$ cat src/rtl/lamp_sequencer_pkg.sv
// lamp_sequencer_pkg
// Shared types and constants for the lamp sequencer:
//   - state_e          : sequencer states (IDLE, ON, GAP)
//   - DEF_*            : default timing/size constants (25 MHz board, 1 ms tick)
//   - TONE_HALF_PERIOD : per-lamp tone half-period in clocks, and a lookup
//                        helper that is safe for indices beyond the table.
//                        Only used when LAMP_SEQUENCER_TONE_EN is defined.
package lamp_sequencer_pkg;

    typedef enum logic [1:0] {
        IDLE = 2'd0,
        ON   = 2'd1,
        GAP  = 2'd2
    } state_e;

    localparam int unsigned DEF_NUM_LAMPS     = 4;
    localparam int unsigned DEF_CLKS_PER_TICK = 25000;
    localparam int unsigned DEF_DUR_W         = 8;
    localparam int unsigned DEF_GAP_TICKS     = 50;

    localparam int unsigned TONE_TABLE_LEN = 8;
    localparam logic [15:0] TONE_HALF_PERIOD [TONE_TABLE_LEN] = '{
        16'd2, 16'd3, 16'd4, 16'd5, 16'd6, 16'd7, 16'd8, 16'd9
    };

    // Table lookup; indices past the table map to 0 (tone disabled).
    function automatic logic [15:0] tone_half(input logic [31:0] idx);
        logic [15:0] half;
        if (idx < TONE_TABLE_LEN) begin
            half = TONE_HALF_PERIOD[idx];
        end else begin
            half = 16'd0;
        end
        return half;
    endfunction

endpackage

$ cat src/rtl/lamp_sequencer_if.sv
// lamp_sequencer_if
// Command handshake and lamp-drive bundle between the game-control FSM
// (master) and the lamp sequencer (slave).
//   i_Valid/o_Ready : command handshake, i_Lamp/i_Dur captured on accept
//   o_Lamps         : one-hot lamp drive
//   o_Busy/o_Done   : sequencer activity and end-of-gap pulse
//   o_Tone          : tone output, present only with LAMP_SEQUENCER_TONE_EN
interface lamp_sequencer_if
    import lamp_sequencer_pkg::*;
#(
    parameter int unsigned NUM_LAMPS = DEF_NUM_LAMPS,
    parameter int unsigned DUR_W     = DEF_DUR_W
);
    localparam int unsigned LAMP_W = (NUM_LAMPS > 1) ? $clog2(NUM_LAMPS) : 1;

    logic                 i_Valid;
    logic                 o_Ready;
    logic [LAMP_W-1:0]    i_Lamp;
    logic [DUR_W-1:0]     i_Dur;
    logic [NUM_LAMPS-1:0] o_Lamps;
    logic                 o_Busy;
    logic                 o_Done;
`ifdef LAMP_SEQUENCER_TONE_EN
    logic                 o_Tone;

    modport master (output i_Valid, i_Lamp, i_Dur,
                    input  o_Ready, o_Lamps, o_Busy, o_Done, o_Tone);
    modport slave  (input  i_Valid, i_Lamp, i_Dur,
                    output o_Ready, o_Lamps, o_Busy, o_Done, o_Tone);
`else
    modport master (output i_Valid, i_Lamp, i_Dur,
                    input  o_Ready, o_Lamps, o_Busy, o_Done);
    modport slave  (input  i_Valid, i_Lamp, i_Dur,
                    output o_Ready, o_Lamps, o_Busy, o_Done);
`endif

endinterface

$ cat src/rtl/lamp_sequencer_tick_prescaler.sv
// tick_prescaler
// Divides i_Clk into a one-cycle o_Tick strobe every CLKS_PER_TICK clocks.
//   i_Clk, i_Rst_L : clock, asynchronous active-low reset
//   i_Clr          : synchronous clear; the count restarts at 0 next cycle
//   o_Tick         : high during the last clock of each tick period
module tick_prescaler
    import lamp_sequencer_pkg::*;
#(
    parameter int unsigned CLKS_PER_TICK = DEF_CLKS_PER_TICK
) (
    input  logic i_Clk,
    input  logic i_Rst_L,
    input  logic i_Clr,
    output logic o_Tick
);
    localparam int unsigned CNT_W = (CLKS_PER_TICK > 1) ? $clog2(CLKS_PER_TICK) : 1;
    localparam logic [CNT_W-1:0] CNT_LAST = CNT_W'(CLKS_PER_TICK - 1);

    logic [CNT_W-1:0] cnt_q;
    logic [CNT_W-1:0] cnt_d;

    // Next count: cleared on request or at the terminal value, never wraps.
    always_comb begin
        cnt_d = cnt_q;
        if (i_Clr) begin
            cnt_d = '0;
        end else if (cnt_q == CNT_LAST) begin
            cnt_d = '0;
        end else begin
            cnt_d = cnt_q + CNT_W'(1);
        end
    end

    // Prescaler count register.
    always_ff @(posedge i_Clk or negedge i_Rst_L) begin
        if (!i_Rst_L) begin
            cnt_q <= '0;
        end else begin
            cnt_q <= cnt_d;
        end
    end

    assign o_Tick = (cnt_q == CNT_LAST) && !i_Clr;

endmodule

$ cat src/rtl/lamp_sequencer.sv
// lamp_sequencer
// Accepts lamp-flash commands over a valid/ready handshake and drives a
// registered, glitch-free one-hot lamp output: the lamp is lit for
// i_Dur ticks, then a fixed GAP_TICKS dark gap is enforced before the next
// command. o_Done pulses as the gap ends, together with o_Ready returning.
// Ports:
//   i_Clk, i_Rst_L : clock, asynchronous active-low reset (deassertion is
//                    re-synchronised internally)
//   bus (slave)    : i_Valid/o_Ready/i_Lamp/i_Dur, o_Lamps, o_Busy, o_Done
// Optional: define LAMP_SEQUENCER_TONE_EN to add bus.o_Tone, a square wave
// during ON whose half period comes from TONE_HALF_PERIOD[lamp].
module lamp_sequencer
    import lamp_sequencer_pkg::*;
#(
    parameter int unsigned NUM_LAMPS     = DEF_NUM_LAMPS,
    parameter int unsigned CLKS_PER_TICK = DEF_CLKS_PER_TICK,
    parameter int unsigned DUR_W         = DEF_DUR_W,
    parameter int unsigned GAP_TICKS     = DEF_GAP_TICKS
) (
    input  logic             i_Clk,
    input  logic             i_Rst_L,
    lamp_sequencer_if.slave  bus
);
    localparam int unsigned LAMP_W = (NUM_LAMPS > 1) ? $clog2(NUM_LAMPS) : 1;
    localparam int unsigned GAP_W  = $clog2(GAP_TICKS + 1);
    localparam int unsigned TICK_W = (DUR_W > GAP_W) ? DUR_W : GAP_W;
    localparam logic [TICK_W-1:0] GAP_LAST = TICK_W'(GAP_TICKS - 1);

    logic [1:0]           rst_sync_q;
    logic                 rst_n_s;
    state_e               state_q;
    logic [TICK_W-1:0]    tick_q;
    logic [DUR_W-1:0]     dur_q;
    logic [NUM_LAMPS-1:0] lamps_q;
    logic                 ready_q;
    logic                 busy_q;
    logic                 done_q;
    logic [NUM_LAMPS-1:0] lamp_dec_s;
    logic [TICK_W-1:0]    dur_last_s;
    logic                 accept_s;
    logic                 tick_s;
    logic                 on_end_s;
    logic                 gap_end_s;

    // Reset synchroniser: asserts asynchronously, releases on a clock edge.
    always_ff @(posedge i_Clk or negedge i_Rst_L) begin
        if (!i_Rst_L) begin
            rst_sync_q <= 2'b00;
        end else begin
            rst_sync_q <= {rst_sync_q[0], 1'b1};
        end
    end
    assign rst_n_s = rst_sync_q[1];

    // Lamp index decode; an out-of-range index matches no bit and stays dark.
    always_comb begin
        lamp_dec_s = '0;
        for (int i = 0; i < int'(NUM_LAMPS); i++) begin
            lamp_dec_s[i] = (bus.i_Lamp == LAMP_W'(i));
        end
    end

    // ready_q is only set in IDLE, so this is the accept condition.
    assign accept_s   = bus.i_Valid && ready_q;
    assign dur_last_s = TICK_W'(dur_q) - TICK_W'(1);
    assign on_end_s   = (state_q == ON)  && tick_s && (tick_q == dur_last_s);
    assign gap_end_s  = (state_q == GAP) && tick_s && (tick_q == GAP_LAST);

    // Held in clear while idle so the first ON/GAP tick is a full period.
    tick_prescaler #(
        .CLKS_PER_TICK (CLKS_PER_TICK)
    ) u_prescaler (
        .i_Clk   (i_Clk),
        .i_Rst_L (rst_n_s),
        .i_Clr   (state_q == IDLE),
        .o_Tick  (tick_s)
    );

    // Sequencer FSM with registered lamp/handshake/status outputs.
    always_ff @(posedge i_Clk or negedge rst_n_s) begin
        if (!rst_n_s) begin
            state_q <= IDLE;
            tick_q  <= '0;
            dur_q   <= '0;
            lamps_q <= '0;
            ready_q <= 1'b1;
            busy_q  <= 1'b0;
            done_q  <= 1'b0;
        end else begin
            done_q <= 1'b0;
            case (state_q)
                IDLE: begin
                    if (accept_s) begin
                        dur_q   <= bus.i_Dur;
                        tick_q  <= '0;
                        ready_q <= 1'b0;
                        busy_q  <= 1'b1;
                        if (bus.i_Dur != '0) begin
                            state_q <= ON;
                            lamps_q <= lamp_dec_s;
                        end else begin
                            state_q <= GAP;
                            lamps_q <= '0;
                        end
                    end
                end
                ON: begin
                    if (on_end_s) begin
                        state_q <= GAP;
                        tick_q  <= '0;
                        lamps_q <= '0;
                    end else if (tick_s) begin
                        tick_q <= tick_q + TICK_W'(1);
                    end
                end
                GAP: begin
                    if (gap_end_s) begin
                        state_q <= IDLE;
                        tick_q  <= '0;
                        ready_q <= 1'b1;
                        busy_q  <= 1'b0;
                        done_q  <= 1'b1;
                    end else if (tick_s) begin
                        tick_q <= tick_q + TICK_W'(1);
                    end
                end
                default: begin
                    state_q <= IDLE;
                    tick_q  <= '0;
                    lamps_q <= '0;
                    ready_q <= 1'b1;
                    busy_q  <= 1'b0;
                end
            endcase
        end
    end

    assign bus.o_Lamps = lamps_q;
    assign bus.o_Ready = ready_q;
    assign bus.o_Busy  = busy_q;
    assign bus.o_Done  = done_q;

`ifdef LAMP_SEQUENCER_TONE_EN
    logic [15:0] tone_half_q;
    logic [15:0] tone_cnt_q;
    logic        tone_ok_q;
    logic        tone_q;

    // Tone generator: restarts on accept, runs only while ON with a valid lamp.
    always_ff @(posedge i_Clk or negedge rst_n_s) begin
        if (!rst_n_s) begin
            tone_half_q <= 16'd0;
            tone_cnt_q  <= 16'd0;
            tone_ok_q   <= 1'b0;
            tone_q      <= 1'b0;
        end else if ((state_q == IDLE) && accept_s) begin
            tone_half_q <= tone_half(32'(bus.i_Lamp));
            tone_cnt_q  <= 16'd0;
            tone_ok_q   <= (|lamp_dec_s) && (tone_half(32'(bus.i_Lamp)) != 16'd0);
            tone_q      <= 1'b0;
        end else if ((state_q == ON) && tone_ok_q && !on_end_s) begin
            if (tone_cnt_q == (tone_half_q - 16'd1)) begin
                tone_cnt_q <= 16'd0;
                tone_q     <= ~tone_q;
            end else begin
                tone_cnt_q <= tone_cnt_q + 16'd1;
            end
        end else begin
            tone_cnt_q <= 16'd0;
            tone_q     <= 1'b0;
        end
    end

    assign bus.o_Tone = tone_q;
`endif

endmodule
$ cat src/flat_wrapper.sv
// flat-port wrapper written by rule: the top's interface ports become plain ports
module lamp_sequencer_flat import lamp_sequencer_pkg::*;
#(
    parameter int unsigned NUM_LAMPS     = DEF_NUM_LAMPS,
    parameter int unsigned CLKS_PER_TICK = DEF_CLKS_PER_TICK,
    parameter int unsigned DUR_W         = DEF_DUR_W,
    parameter int unsigned GAP_TICKS     = DEF_GAP_TICKS
)
  (i_Clk, i_Rst_L, bus_i_Valid, bus_i_Lamp, bus_i_Dur, bus_o_Ready, bus_o_Lamps, bus_o_Busy, bus_o_Done);
  lamp_sequencer_if #(.NUM_LAMPS(NUM_LAMPS), .DUR_W(DUR_W)) bus_i ();
  input  logic i_Clk;
  input  logic i_Rst_L;
  input wire logic [$bits(bus_i.i_Valid)-1:0] bus_i_Valid;
  input wire logic [$bits(bus_i.i_Lamp)-1:0] bus_i_Lamp;
  input wire logic [$bits(bus_i.i_Dur)-1:0] bus_i_Dur;
  output wire logic [$bits(bus_i.o_Ready)-1:0] bus_o_Ready;
  output wire logic [$bits(bus_i.o_Lamps)-1:0] bus_o_Lamps;
  output wire logic [$bits(bus_i.o_Busy)-1:0] bus_o_Busy;
  output wire logic [$bits(bus_i.o_Done)-1:0] bus_o_Done;
  assign bus_i.i_Valid = bus_i_Valid;
  assign bus_i.i_Lamp = bus_i_Lamp;
  assign bus_i.i_Dur = bus_i_Dur;
  assign bus_o_Ready = bus_i.o_Ready;
  assign bus_o_Lamps = bus_i.o_Lamps;
  assign bus_o_Busy = bus_i.o_Busy;
  assign bus_o_Done = bus_i.o_Done;
  lamp_sequencer #(.NUM_LAMPS(NUM_LAMPS), .CLKS_PER_TICK(CLKS_PER_TICK), .DUR_W(DUR_W), .GAP_TICKS(GAP_TICKS)) u_core (.i_Clk(i_Clk), .i_Rst_L(i_Rst_L), .bus(bus_i));
endmodule
$ cat config.mk
export PLATFORM = sky130hd
export DESIGN_NAME = lamp_sequencer_flat
export DESIGN_NICKNAME = d
export VERILOG_FILES = /design/src/rtl/lamp_sequencer_pkg.sv /design/src/rtl/lamp_sequencer_if.sv /design/src/rtl/lamp_sequencer_tick_prescaler.sv /design/src/rtl/lamp_sequencer.sv /design/src/flat_wrapper.sv
export SDC_FILE = /design/constraint.sdc
export NUM_CORES = 1
export LEC_CHECK = 0
export BUFFER_PORTS_ARGS = -buffer_cell sky130_fd_sc_hd__buf_2
export CAP_MARGIN = 5
export CORE_MARGIN = 2
export CORE_UTILIZATION = 25
export DETAILED_ROUTE_END_ITERATION = 16
export PLACE_DENSITY = 0.45
export SLEW_MARGIN = 20
export SYNTH_ARGS = -nofsm -noshare
export SYNTH_HDL_FRONTEND = slang
export SYNTH_SLANG_ARGS = --single-unit
$ cat constraint.sdc
create_clock -name i_Clk -period 1.3 [get_ports i_Clk]
set_clock_uncertainty 0.2 [all_clocks]
set_input_delay 0.26 -clock i_Clk [delete_from_list [all_inputs] [get_ports i_Clk]]
set_output_delay 0.26 -clock i_Clk [all_outputs]
set_load 0.05 [all_outputs]
* Word level (Yosys, flattened, before mapping) *
Index checks and enable logic that the tools add are counted.

word-level totals
  register bits = 42
  input port bits = 13
  output and inout port bits = 7
  word-level logic and storage cells = 63

operators by class
  add/subtract/negate cells = 3
  equal/unequal tests = 11
  muxes and demuxes = 24
  bitwise operators = 2
  reductions and logical operators = 14

operator list
  kind                                                                     count
  8-bit two-way mux                                                        4
  15-bit two-way mux                                                       2
  8-bit case mux with 3 select lines                                       1
  15-bit by 1-bit adder with 15-bit output, second input constant          1
  15-bit == test, second input constant                                    1
  4-bit two-way mux                                                        3
  4-bit case mux with 3 select lines                                       1
  3-bit AND reduction                                                      3
  8-bit by 1-bit adder with 8-bit output, second input constant            1
  8-bit by 6-bit == test with 1-bit output, second input constant          1
  8-bit == test                                                            1
  2-bit two-way mux                                                        4
  8-bit nonzero test                                                       1
  8-bit by 1-bit subtractor with 8-bit output, second input constant       1
  2-bit == test, second input constant                                     3
  1-bit logical AND                                                        6
  1-bit two-way mux                                                        6
  2-bit by 1-bit inequality test with 1-bit output, second input constant  3
  1-bit case mux with 3 select lines                                       2
  2-bit case mux with 3 select lines                                       1
  2-bit by 1-bit == test with 1-bit output, second input constant          2
  2-bit logical NOT                                                        2
  1-bit NOT                                                                2
  2-bit AND reduction                                                      1
  1-bit logical NOT                                                        1

* Logic depth before layout (Yosys ltp) *
Gate-level depths: netlist of the first run.

  depth after elaboration = 7
  mapped depth = 10
  mapped depth without buffers = 8

* By module *
From an unflattened synthesis of the first run, not the netlist that was laid out.

second synthesis, totals
  cells, all modules = 237
  area total of the unflattened synthesis = 2357.3 um^2

by module, submodules not included
  module          instances  cells each  area an instance (um^2)  seq. area each (um^2)
  lamp_sequencer  1          163         1607.8                   676.9
  tick_prescaler  1          74          749.5                    375.4

* Worst setup path after synthesis of the first run *
OpenSTA, ideal clock, no wires.

  path kind = register to register
  start = reg u_core.dur_q[2]
  end = reg u_core.lamps_q[0], in the netlist u_core.bus.o_Lamps[0]
  setup time = 0.128 ns
  data arrival time = 2.312 ns
  required time = 0.972 ns
  setup slack = -1.340 ns
  cell stages (with the launch flop) = 7
  buffers on the path = 0
  period minus slack after synthesis = 2.640 ns
  path through = dfrtp_1 > or3_1 > or4_1 > a21oi_2 > o2111ai_1 > a21oi_2 > mux2_1

between the ends
  cells in the longest elaborated chain, start to end = 5

RTL lines
  item                                                        line                   source
  start, declared                                             lamp_sequencer.sv:33   logic [DUR_W-1:0] dur_q;
  start signal, assigned                                      lamp_sequencer.sv:94   dur_q <= bus.i_Dur;
  8-bit by 1-bit subtractor with 8-bit output                 lamp_sequencer.sv:65   assign dur_last_s = TICK_W'(dur_q) - TICK_W'(1);
  8-bit == test                                               lamp_sequencer.sv:66   assign on_end_s = (state_q == ON) && tick_s && (tick_q == dur_last_s);
  1-bit logical AND                                           lamp_sequencer.sv:66
  2-bit by 1-bit inequality test with 1-bit output (no line)  -
  3-bit AND reduction (no line)                               -
  end signal, assigned                                        lamp_sequencer.sv:100  lamps_q <= lamp_dec_s;
  end, declared                                               lamp_sequencer.sv:34   logic [NUM_LAMPS-1:0] lamps_q;

Every way passes these cells.
A chain may end at the register's enable or synchronous reset.

* Worst setup path in the final report of the first run *
  start = reg u_core.u_prescaler.cnt_q[9]
  end = reg u_core.lamps_q[0], in the netlist u_core.bus.o_Lamps[0]

between the ends
  cells in the longest elaborated chain, start to end = 6

RTL lines
  item                                                        line                                 source
  start, declared                                             lamp_sequencer_tick_prescaler.sv:19  logic [CNT_W-1:0] cnt_q;
  start signal, assigned                                      lamp_sequencer_tick_prescaler.sv:39  cnt_q <= cnt_d;
  15-bit == test                                              lamp_sequencer_tick_prescaler.sv:43  assign o_Tick = (cnt_q == CNT_LAST) && !i_Clr;
  1-bit logical AND                                           lamp_sequencer_tick_prescaler.sv:43
  1-bit logical AND (2 in series)                             lamp_sequencer.sv:66
  2-bit by 1-bit inequality test with 1-bit output (no line)  -
  3-bit AND reduction (no line)                               -

Every way passes these cells.

==> metrics.txt, run 1 <==
vias in the first global route 2298; TritonCTS buffer count 5; # H-tree levels 2; type of origin of the critical path register; LEAKAGE 0.00166 uW; initial core utilization 0.259; outcome finished with violations; 1st-iter DRT viols 64; crit path kind register to register; Total Wirelength 6190 um; worst hold-check path type primary input to register; peak fanout along the critical path 4; number of nets in the layout 367; Worst-path clk slew 80 ps; post-placement cell count 457; Final period util 1.98; count leader, synth dfrtp_1; max frequency 0.388 GHz; CORE AREA 9280 um2; Cells after Synth 241; Mean Syn Cell Area 9.98 um2; predominant post-synthesis flop cell dfrtp_1; 1st-pass router iterations 4; number of port buffers 19; dominant cells by area after synthesis dfrtp_1 (43%), xor2_1 (4.0%), mux2_2 (3.7%); pre-CTS setup slack -1400 ps; Final Setup Violations 44; Hold Vio Cnt, Final 0; remaining antenna violation count 0; row cnt 35; CP Launch Point u_core.u_prescaler.cnt_q[9]; PwrDens 1880 nW/um2; peak supply drop 0.917 mV; Total GRT Usage 0.127; Post-Synthesis Net Count 261; Die ar. 10400 um2; endpoint class of the critical path register; top post-synthesis cells by count dfrtp_1 (41), nor2_1 (22), nand2_1 (19), nand3_1 (13), inv_1 (12); min-delay src bus_i_Dur[6]; Synth top area share 0.426; CTS Sinks 42; final slew viol count 0; count of cell types in the netlist 53; first-pass GRT wire length 10500 um; leading area contributor after synthesis dfrtp_1; drt drc 0; Placer Congestion 0.844; largest net degree at the start of global routing 41; Routed WL per cell 13.0 um; smallest hold slack 12.2 ps; Max Cap Violations 0; sequential share of the synthesized area 0.437; DIE HEIGHT 102 um; number of fill cells 938; EDFF count, synth 0; Power, Total 7030 uW; Synth async-reset ratio 1.00; fin crit period 2580 ps; Setup TNS -36470 ps; Layout Area Growth over Synthesis 55.0%; failing checks setup timing; layout cell share with drive strength beyond 1 0.486; CP required 1280 ps; CTS Root Cell clkbuf_8; Layout Cells excl Fill 477; number of vias per cell 4.51; synthesized area 2410 um2; TritonCTS clock tree yes; GRT overflow 0; RSZ-0062 raised after global routing true; Die W 102 um; initial antenna violation count 0; worst-case clock buffer depth 2; final setup margin -1280 ps; Clock Latency Late Sink 290 ps; number of warnings issued by yosys 0; critical path arrival 2560 ps; Ports 20; n_diodes 0; via count 2151; dpl hpwl 4480 um; Synth Register Bits 42; reg2reg start u_core.u_prescaler.cnt_q[9]
worst max-delay path, stage by stage (launching register included):
cell and delay (ps):
dfrtp_1 380, or4b_4 570, nor4_4 280, buf_4 140, nor2b_4 160, o2111ai_4 150
a21oi_4 260, mux2_4 320
sequential cells by signal, summed over array words and instances (netlist names):
name and count:
u_core.bus.o_Busy 1, u_core.state_q 2, u_core.bus.o_Done 1, u_core.bus.o_Ready 1, u_core.u_prescaler.cnt_q 15, u_core.bus.o_Lamps 4, u_core.dur_q 8, u_core.tick_q 8
u_core.rst_sync_q 2
through the flow:
| stage | util | area, um2 |
|---|---|---|
| detailed placement | 0.349 | 3240 |
| floorplan | - | 2440 |
| CTS | 0.387 | 3590 |
| global route | 0.402 | 3730 |
| finish | 0.402 | 3730 |
| global placement | 0.349 | 3240 |
power by group:
group	internal, uW	total [uW]	switching, uW
logic	2190	4330	2130
clock network	429	878	449
registers	1630	1820	198
worst paths after layout:
check                                         to  slack, ps  depth (start not counted)
setup / recovery           u_core.bus.o_Lamps[0]      -1280                          7
hold / removal                   u_core.dur_q[6]         10                          2
setup reg to reg           u_core.bus.o_Lamps[0]      -1280                          7
hold reg to reg                 u_core.tick_q[6]         40                          1
max in group asynchronous     u_core.bus.o_Ready        600                          1
min in group asynchronous       u_core.tick_q[6]         40                          1
routing by layer:
| layer | vias up | wire (um) | GRT usage |
|---|---|---|---|
| li1 | 1079 | - | - |
| met1 | 1048 | 2850 | 0.154 |
| met2 | 20 | 3160 | 0.232 |
| met3 | 4 | 140 | 0.0246 |
| met4 | 0 | 39 | 0.0318 |
| met5 | - | 0 | 0 |
cell families after synthesis:
| group | Yosys count | synth area share |
|---|---|---|
| AOI/OAI and AO/OA | 33 | 0.106 |
| adders and majority gates | 7 | 0.0364 |
| and+or+nand+nor | 105 | 0.238 |
| xor gates and xnor gates | 20 | 0.0785 |
| buffers and inverters | 19 | 0.0390 |
| other | 1 | 0.00156 |
| muxes | 14 | 0.0640 |
| DFF | 42 | 0.437 |
area by class of cell:
type	instances	area [um2]	area share
multi-input cells	182	1520	0.406
well taps	129	161	0.0433
flip-flops and latches	42	1060	0.283
clock inverters	1	5.00	0.00134
repair buffers	104	860	0.230
inverters	12	45.0	0.0121
clock buffers	7	86.3	0.0231
placed cells by master (no fill, tap or decap), types with 3 or more instances in the layout:
cell	Yosys	layout
a21oi_4	0	4
a31oi_1	4	4
and2_1	6	6
and3_1	4	4
buf_12	0	3
buf_2	0	12
buf_4	2	75
buf_6	2	11
clkbuf_8	0	6
dfrtp_1	41	40
ha_1	7	5
inv_1	12	10
mux2_2	8	8
mux2_4	0	3
mux2i_1	3	3
nand2_1	19	18
nand3_1	13	12
nand4_1	8	8
nor2_1	22	9
nor2_2	0	11
nor3_1	6	6
nor4_1	5	4
o2111ai_4	1	3
o211ai_1	3	3
o21a_4	1	3
o21ai_1	5	6
or3_1	4	3
or4_4	1	3
xnor2_1	8	8
xor2_1	11	11
timing repair:
action                     in CTS  in global routing
gates resized for setup        54                 18
hold buffers                    1                  0
hold endpoints to repair        2                  0
cloned                          2                  1
setup endpoints to repair      47                 47
setup buffers                   2                  8
pin swaps                      11                 16
(Power assumes the default switching activity.)
==> inputs of run 2 (changes only) <==
RECOVER_POWER = 50   (was not set)
==> run 2 against run 1 <==
Net effect: the run still ends with setup timing left; critical path depth did not move; global-route usage unchanged; power about the same; flip-flop and latch count did not move; sequential power barely moved; sequential share of layout area increased by 0.11 points; register-to-register slack about the same; via count stayed put; highest routed layer unchanged.
==> metrics.txt, run 2 (synthesis results as in run 1) <==
n_diodes 0 (unchanged); vias in the first global route 2298 (unchanged); most common cell after layout, fill and taps aside buf_4; layout cell share with drive strength beyond 1 0.483 (-0.00287); type of origin of the critical path register; initial core utilization 0.259 (unchanged); max frequency 0.388 GHz (unchanged); Worst-path clk slew 80 ps (about the same); critical path arrival 2560 ps (about the same); PwrDens 1890 nW/um2 (+0.29%); number of fill cells 938 (unchanged); Final Setup Violations 44 (unchanged); worst hold-check path type primary input to register; Largest regs u_core.u_prescaler.cnt_q (15), u_core.dur_q (8), u_core.tick_q (8); fin area 3720 um2 (-0.37%); final setup margin -1280 ps (unchanged); Routed WL per cell 13.0 um (about the same); Die ar. 10400 um2 (unchanged); largest net degree at the start of global routing 41 (unchanged); TritonCTS buffer count 5 (unchanged); endpoint class of the critical path register; Total GRT Usage 0.127 (unchanged); LEAKAGE 0.00165 uW (-0.45%); number of vias per cell 4.51 (unchanged); Placer Congestion 0.844 (unchanged); Final period util 1.98 (unchanged); fin crit period 2580 ps (unchanged); CORE AREA 9280 um2 (unchanged); initial antenna violation count 0 (unchanged); Setup TNS -36470 ps (unchanged); outcome finished with violations; Clock Latency Late Sink 290 ps (about the same); via count 2151 (unchanged); GRT overflow 0 (unchanged); Layout Cells excl Fill 477 (unchanged); number of nets in the layout 367 (unchanged); max FFs per register 15 (unchanged); Die W 102 um (unchanged); peak fanout along the critical path 4 (unchanged); TritonCTS clock tree yes; number of port buffers 19 (unchanged); RSZ-0062 raised after global routing true; Layout Area Growth over Synthesis 54.4%; Hold Vio Cnt, Final 0 (unchanged); DIE HEIGHT 102 um (unchanged); peak supply drop 0.917 mV (about the same); Slew HR 0.616; failing checks setup timing; row cnt 35 (unchanged); remaining antenna violation count 0 (unchanged); worst-case clock buffer depth 2 (unchanged); # H-tree levels 2 (unchanged); smallest hold slack 12.2 ps (unchanged); crit path kind register to register; 1st-pass router iterations 4 (unchanged); Power, Total 7020 uW (about the same); CP required 1280 ps (about the same); Reg area 1060 um2 (unchanged); 1st-iter DRT viols 64 (unchanged); CTS Root Cell clkbuf_8; Max Cap Violations 0 (unchanged); Multi-input gate area 1520 um2 (unchanged); first-pass GRT wire length 10500 um (unchanged); Total Wirelength 6190 um (about the same); dpl hpwl 4480 um (unchanged); Ports 20 (unchanged); drt drc 0 (unchanged); post-placement cell count 457 (unchanged); final slew viol count 0 (unchanged); leading cell types in the layout, fill and taps excluded buf_4 (75), dfrtp_1 (40), nand2_1 (18); worst slew pin tran 576 ps; Top reg by flops u_core.u_prescaler.cnt_q; CTS Sinks 42 (unchanged); area post-placement 3240 um2 (unchanged)
run 2: cell count changes in the layout (fill, tap and decap cells not counted):
| cell | change |
|---|---|
| buf_2 | -1 |
| buf_12 | -1 |
| clkbuf_1 | +1 |
| clkbuf_4 | +1 |
run 2: what timing repair did:
item	CTS	global route
pin swaps	11	16
endpoints found under the setup margin	47	47
hold endpoints to repair	2	0
gates cloned	2	1
buffers inserted	2	8
resized for setup	54	18
hold buffers	1	0
run 2: final timing paths:
kind / from / endpoint / slack [ps] / cells after the start
hold / removal: bus_i_Dur[6] / u_core.dur_q[6] / 10 / 2
setup reg to reg: u_core.u_prescaler.cnt_q[9] / u_core.bus.o_Lamps[0] / -1280 / 7
setup / recovery: u_core.u_prescaler.cnt_q[9] / u_core.bus.o_Lamps[0] / -1280 / 7
hold reg to reg: u_core.rst_sync_q[0] / u_core.rst_sync_q[1] / 160 / 0
max in group asynchronous: u_core.rst_sync_q[1] / u_core.u_prescaler.cnt_q[3] / 340 / 1
min in group asynchronous: i_Rst_L / u_core.rst_sync_q[0] / 80 / 2
run 2: per-stage QoR:
| stage | util | setup WS, ps |
|---|---|---|
| 6_report | 0.400 | -1280 |
| 5_1_grt | 0.400 | -1360 |
| 4_1_cts | 0.387 | -1290 |
| 3_5_place_dp | 0.349 | -1400 |
| 3_3_place_gp | 0.349 | -1390 |
| 2_1_floorplan | - | -1320 |
run 2: layout make-up:
class	count	area share
multi-input combinational	182	0.408
sequential	42	0.285
timing repair buffer	104	0.228
tap	129	0.0434
clock buffer	7	0.0232
inverter	12	0.0121
clock inverter	1	0.00135
run 2: per-layer routing:
layer	track usage	vias up	part of all wire
met3	0.0246	4	0.023
met4	0.0318	0	0.0063
li1	-	1079	-
met1	0.154	1048	0.46
met5	0	-	0
met2	0.232	20	0.51
run 2: where the power goes:
group | switching [uW] | internal (uW) | leakage [uW]
Sequential | 197 | 1630 | 0.000551
Clock | 449 | 429 | 0.0000482
Combinational | 2130 | 2190 | 0.00106
run 2: critical path: stages (launching register included):
cell       delay (ps)
dfrtp_1           380
or4b_4            570
nor4_4            280
buf_4             140
nor2b_4           160
o2111ai_4         150
a21oi_4           260
mux2_4            320
==> inputs of run 3 (changes only) <==
SYNTH_HIERARCHICAL = 1   (was not set)
==> run 3 against run 2 <==
Net effect: the flow still finishes with violations (setup timing); hold slack barely moved; first-iteration DRC count up 11%; critical path depth down 1; via count down 1.9%.
==> metrics.txt, run 3 <==
outcome finished with violations; failing checks setup timing; Slew HR 0.618 (+0.00174); Post-Synthesis Net Count 257 (-1.5%); row cnt 35 (unchanged); Post-Synth XOR/XNOR Area 0.0743 (-0.00421); sequential share of the synthesized area 0.446 (+0.00905); number of vias per cell 4.59 (+1.8%); most common cell after layout, fill and taps aside buf_4; TritonCTS buffer count 5 (unchanged); fin crit period 2720 ps (+149 ps); CP Cell Sequence or3b_2 > nor4_4 > nor3_2 > o41a_1 > nor3_4 > mux2_4; PwrDens 1770 nW/um2 (-6.2%); n_diodes 0 (unchanged); worst hold-check path type primary input to register; Total Wirelength 6140 um (-0.76%); P_sw 2710 uW (-2.4%); Worst-path clk slew 80 ps (about the same); Synth Register Bits 42 (unchanged); mux share of post-synthesis cell area 0.0701 (+0.00610); Total GRT Usage 0.125 (-0.00262); via count 2111 (-1.9%); predominant post-synthesis flop cell dfrtp_1; post-synthesis compound-gate area fraction 0.0913 (-0.0143); max FFs per register 15 (unchanged); Cells after Synth 237 (-1.7%); Crit path buffers/inverters 0 (-1); Die W 101 um (-0.98%); post-placement cell count 426 (-6.8%); type of origin of the critical path register; final slew viol count 0 (unchanged); leading area contributor after synthesis dfrtp_1; worst hold path endpoint u_core/dur_q[5]; initial core utilization 0.256 (-0.00284); Hold Vio Cnt, Final 0 (unchanged); RSZ-0062 raised after global routing true; largest family of logic cells by synthesized area simple AND/OR/NAND/NOR gates; initial antenna violation count 0 (unchanged); Reg area 1060 um2 (+0.12%); top post-synthesis cells by count dfrtp_1 (41), nand2_1 (23), nor2_1 (22), xnor2_1 (15), nor3_1 (13); layout cell share with drive strength beyond 1 0.530 (+0.0473); Layout Cells excl Fill 460 (-3.6%); Synth Area in Simple Gates 0.251 (+0.0129); Mean Syn Cell Area 9.95 um2 (-0.37%); count leader, synth dfrtp_1; GRT overflow 0 (unchanged); Routed WL per cell 13.4 um (+2.9%); smallest hold slack 12.7 ps (+0.435 ps); Synth top area share 0.435 (+0.00883); first-pass GRT wire length 10100 um (-4.5%); Top reg by flops u_core/u_prescaler/cnt_q; remaining antenna violation count 0 (unchanged); worst-case clock buffer depth 2 (unchanged); min-delay src bus_i_Dur[5]; Max Cap Violations 0 (unchanged); max frequency 0.367 GHz (-5.5%); final setup margin -1420 ps (-149 ps); CTS Sinks 42 (unchanged); critical path arrival 2710 ps (+150 ps); CP required 1280 ps (about the same); dpl hpwl 4150 um (-7.3%); reg2reg start u_core/tick_q[5]; Die ar. 10200 um2 (-1.9%); Layout Area Growth over Synthesis 61.9%; CORE AREA 9200 um2 (-0.94%); TritonCTS clock tree yes; peak supply drop 0.837 mV (-8.8%); Clock Latency Late Sink 290 ps (about the same); vias in the first global route 2099 (-8.7%); internal power contribution 4050 uW (-4.6%); worst slew pin tran 574 ps (-2.61 ps); peak fanout along the critical path 5 (+1); Clk network pwr share 0.125 (about the same); crit path kind register to register; Final period util 2.10 (+0.114); CTS Root Cell clkbuf_8; DIE HEIGHT 101 um (-0.98%); count of cell types in the netlist 51 (-3.8%); WHS Path Cells 2 (unchanged); CP delay by family, top simple AND/OR/NAND/NOR gates; dominant cells by area after synthesis dfrtp_1 (44%), xnor2_1 (5.6%), mux2_2 (5.3%); critical path's largest stage delay 510 ps (-60 ps); Multi-input gate area 1600 um2 (+5.8%); number of fill cells 912 (-2.8%); Seq pwr share 0.276 (+0.017); Final Setup Violations 43 (-2.3%); synthesized area 2360 um2 (-2.0%); # H-tree levels 2 (unchanged); leading cell types in the layout, fill and taps excluded buf_4 (74), dfrtp_1 (39), nand2_1 (22); Synth Area in Adders 0.0372 (+0.000754); 1st-iter DRT viols 71 (+11%); number of nets in the layout 368 (+0.27%); Comb power frac 0.598 (-0.018); FF-to-FF path depth 6 (-1); slowest CP cell or3b_2; EDFF count, synth 0 (unchanged); drt drc 0 (unchanged); 1st-pass router iterations 4 (unchanged); endpoint class of the critical path register; largest net degree at the start of global routing 41 (unchanged); number of warnings issued by yosys 6 (+6); Sw Ratio 0.401 (+0.00548); Placer Congestion 0.762 (-9.7%); reg2reg setup slack -1420 ps (-150 ps); Largest regs u_core/u_prescaler/cnt_q (15), u_core/dur_q (8), u_core/tick_q (8); number of port buffers 19 (unchanged); worst r2r dst u_core/bus.o_Lamps[0]; Synth async-reset ratio 1.00 (unchanged); LEAKAGE 0.00167 uW (+1.0%); Ports 20 (unchanged)
==> run 3: changes by cell type after synthesis, moves of 6 or more <==
| cell | before | now |
|---|---|---|
| nor3_1 | 6 | 13 |
| xor2_1 | 11 | 5 |
| xnor2_1 | 8 | 15 |
| nand3_1 | 13 | 5 |
==> run 3: through the flow <==
step	utilization	total power (uW)	area (um2)	TNS [ps]	worst slack (ps)
floorplan	-	3810	2450	-22490	-1370
global placement	0.343	4870	3160	-26960	-1430
detailed placement	0.343	4900	3160	-27330	-1430
CTS	0.392	6520	3610	-28730	-1430
global route	0.415	7200	3820	-31680	-1490
finish	0.415	6760	3820	-28890	-1420
==> run 3: worst reg2reg max path, cell delays in order, from the launching register on <==
cell and delay [ps]:
dfrtp_1 420, or3b_2 510, nor4_4 290, nor3_2 60
o41a_1 460, nor3_4 330, mux2_4 330
==> run 3: how the worst max path moves through the flow <==
stage                                      startpoint                    end  slack [ps]  depth (start not counted)
after CTS                             u_core/dur_q[3]  u_core/bus.o_Lamps[2]       -1430                          6
after detailed placement              u_core/dur_q[1]       u_core/tick_q[5]       -1430                          8
after floorplan           u_core/u_prescaler/cnt_q[3]  u_core/bus.o_Lamps[0]       -1370                          9
after global routing                  u_core/dur_q[0]  u_core/bus.o_Lamps[0]       -1490                          6
after global placement                u_core/dur_q[1]       u_core/tick_q[5]       -1430                          8
final                                u_core/tick_q[5]  u_core/bus.o_Lamps[0]       -1420                          6
==> run 3: what timing repair did <==
action                                 4_1_cts  5_1_grt
buffers inserted                            18        9
endpoints found under the hold margin        2        1
setup endpoints to repair                   46       47
pin swaps                                   26       12
hold buffers                                 1        1
resized for setup                           53       38
gates cloned                                 1        0
==> run 3: logic make-up (layout without fill, tap and decap cells) <==
| group | Yosys count | in the layout |
|---|---|---|
| adder cells (fa/ha/maj) | 7 | 7 |
| XOR/XNOR | 20 | 20 |
| AO/OA/AOI/OAI | 29 | 29 |
| multiplexers | 15 | 15 |
| other | 1 | 1 |
| flip-flops | 42 | 42 |
| AND/OR/NAND/NOR | 106 | 107 |
| buffers and inverters | 17 | 128 |
==> run 3: power by group through the flow <==
stage                     sequential, uW  clock, uW  combinational, uW
after CTS                           1860        887               3770
after global routing                1910        937               4350
final                               1870        847               4050
after global placement              1850          0               3020
after floorplan                     2180          0               1620
after detailed placement            1870          0               3030
==> run 3: layout make-up <==
cell class,instances,share of cell area
Clock buffer,8,0.0210
Sequential cell,42,0.277
Inverter,10,0.00983
Timing Repair Buffer,110,0.236
Multi-Input combinational cell,179,0.420
Tap cell,111,0.0364
==> run 3: routing by layer <==
layer  vias to the layer above  global-route usage  routed length (um)
met2                        27               0.202                2950
met1                      1013               0.170                2970
met3                         5              0.0229                 160
met4                         0              0.0385                  64
li1                       1066                   -                   -
met5                         -                   0                   0
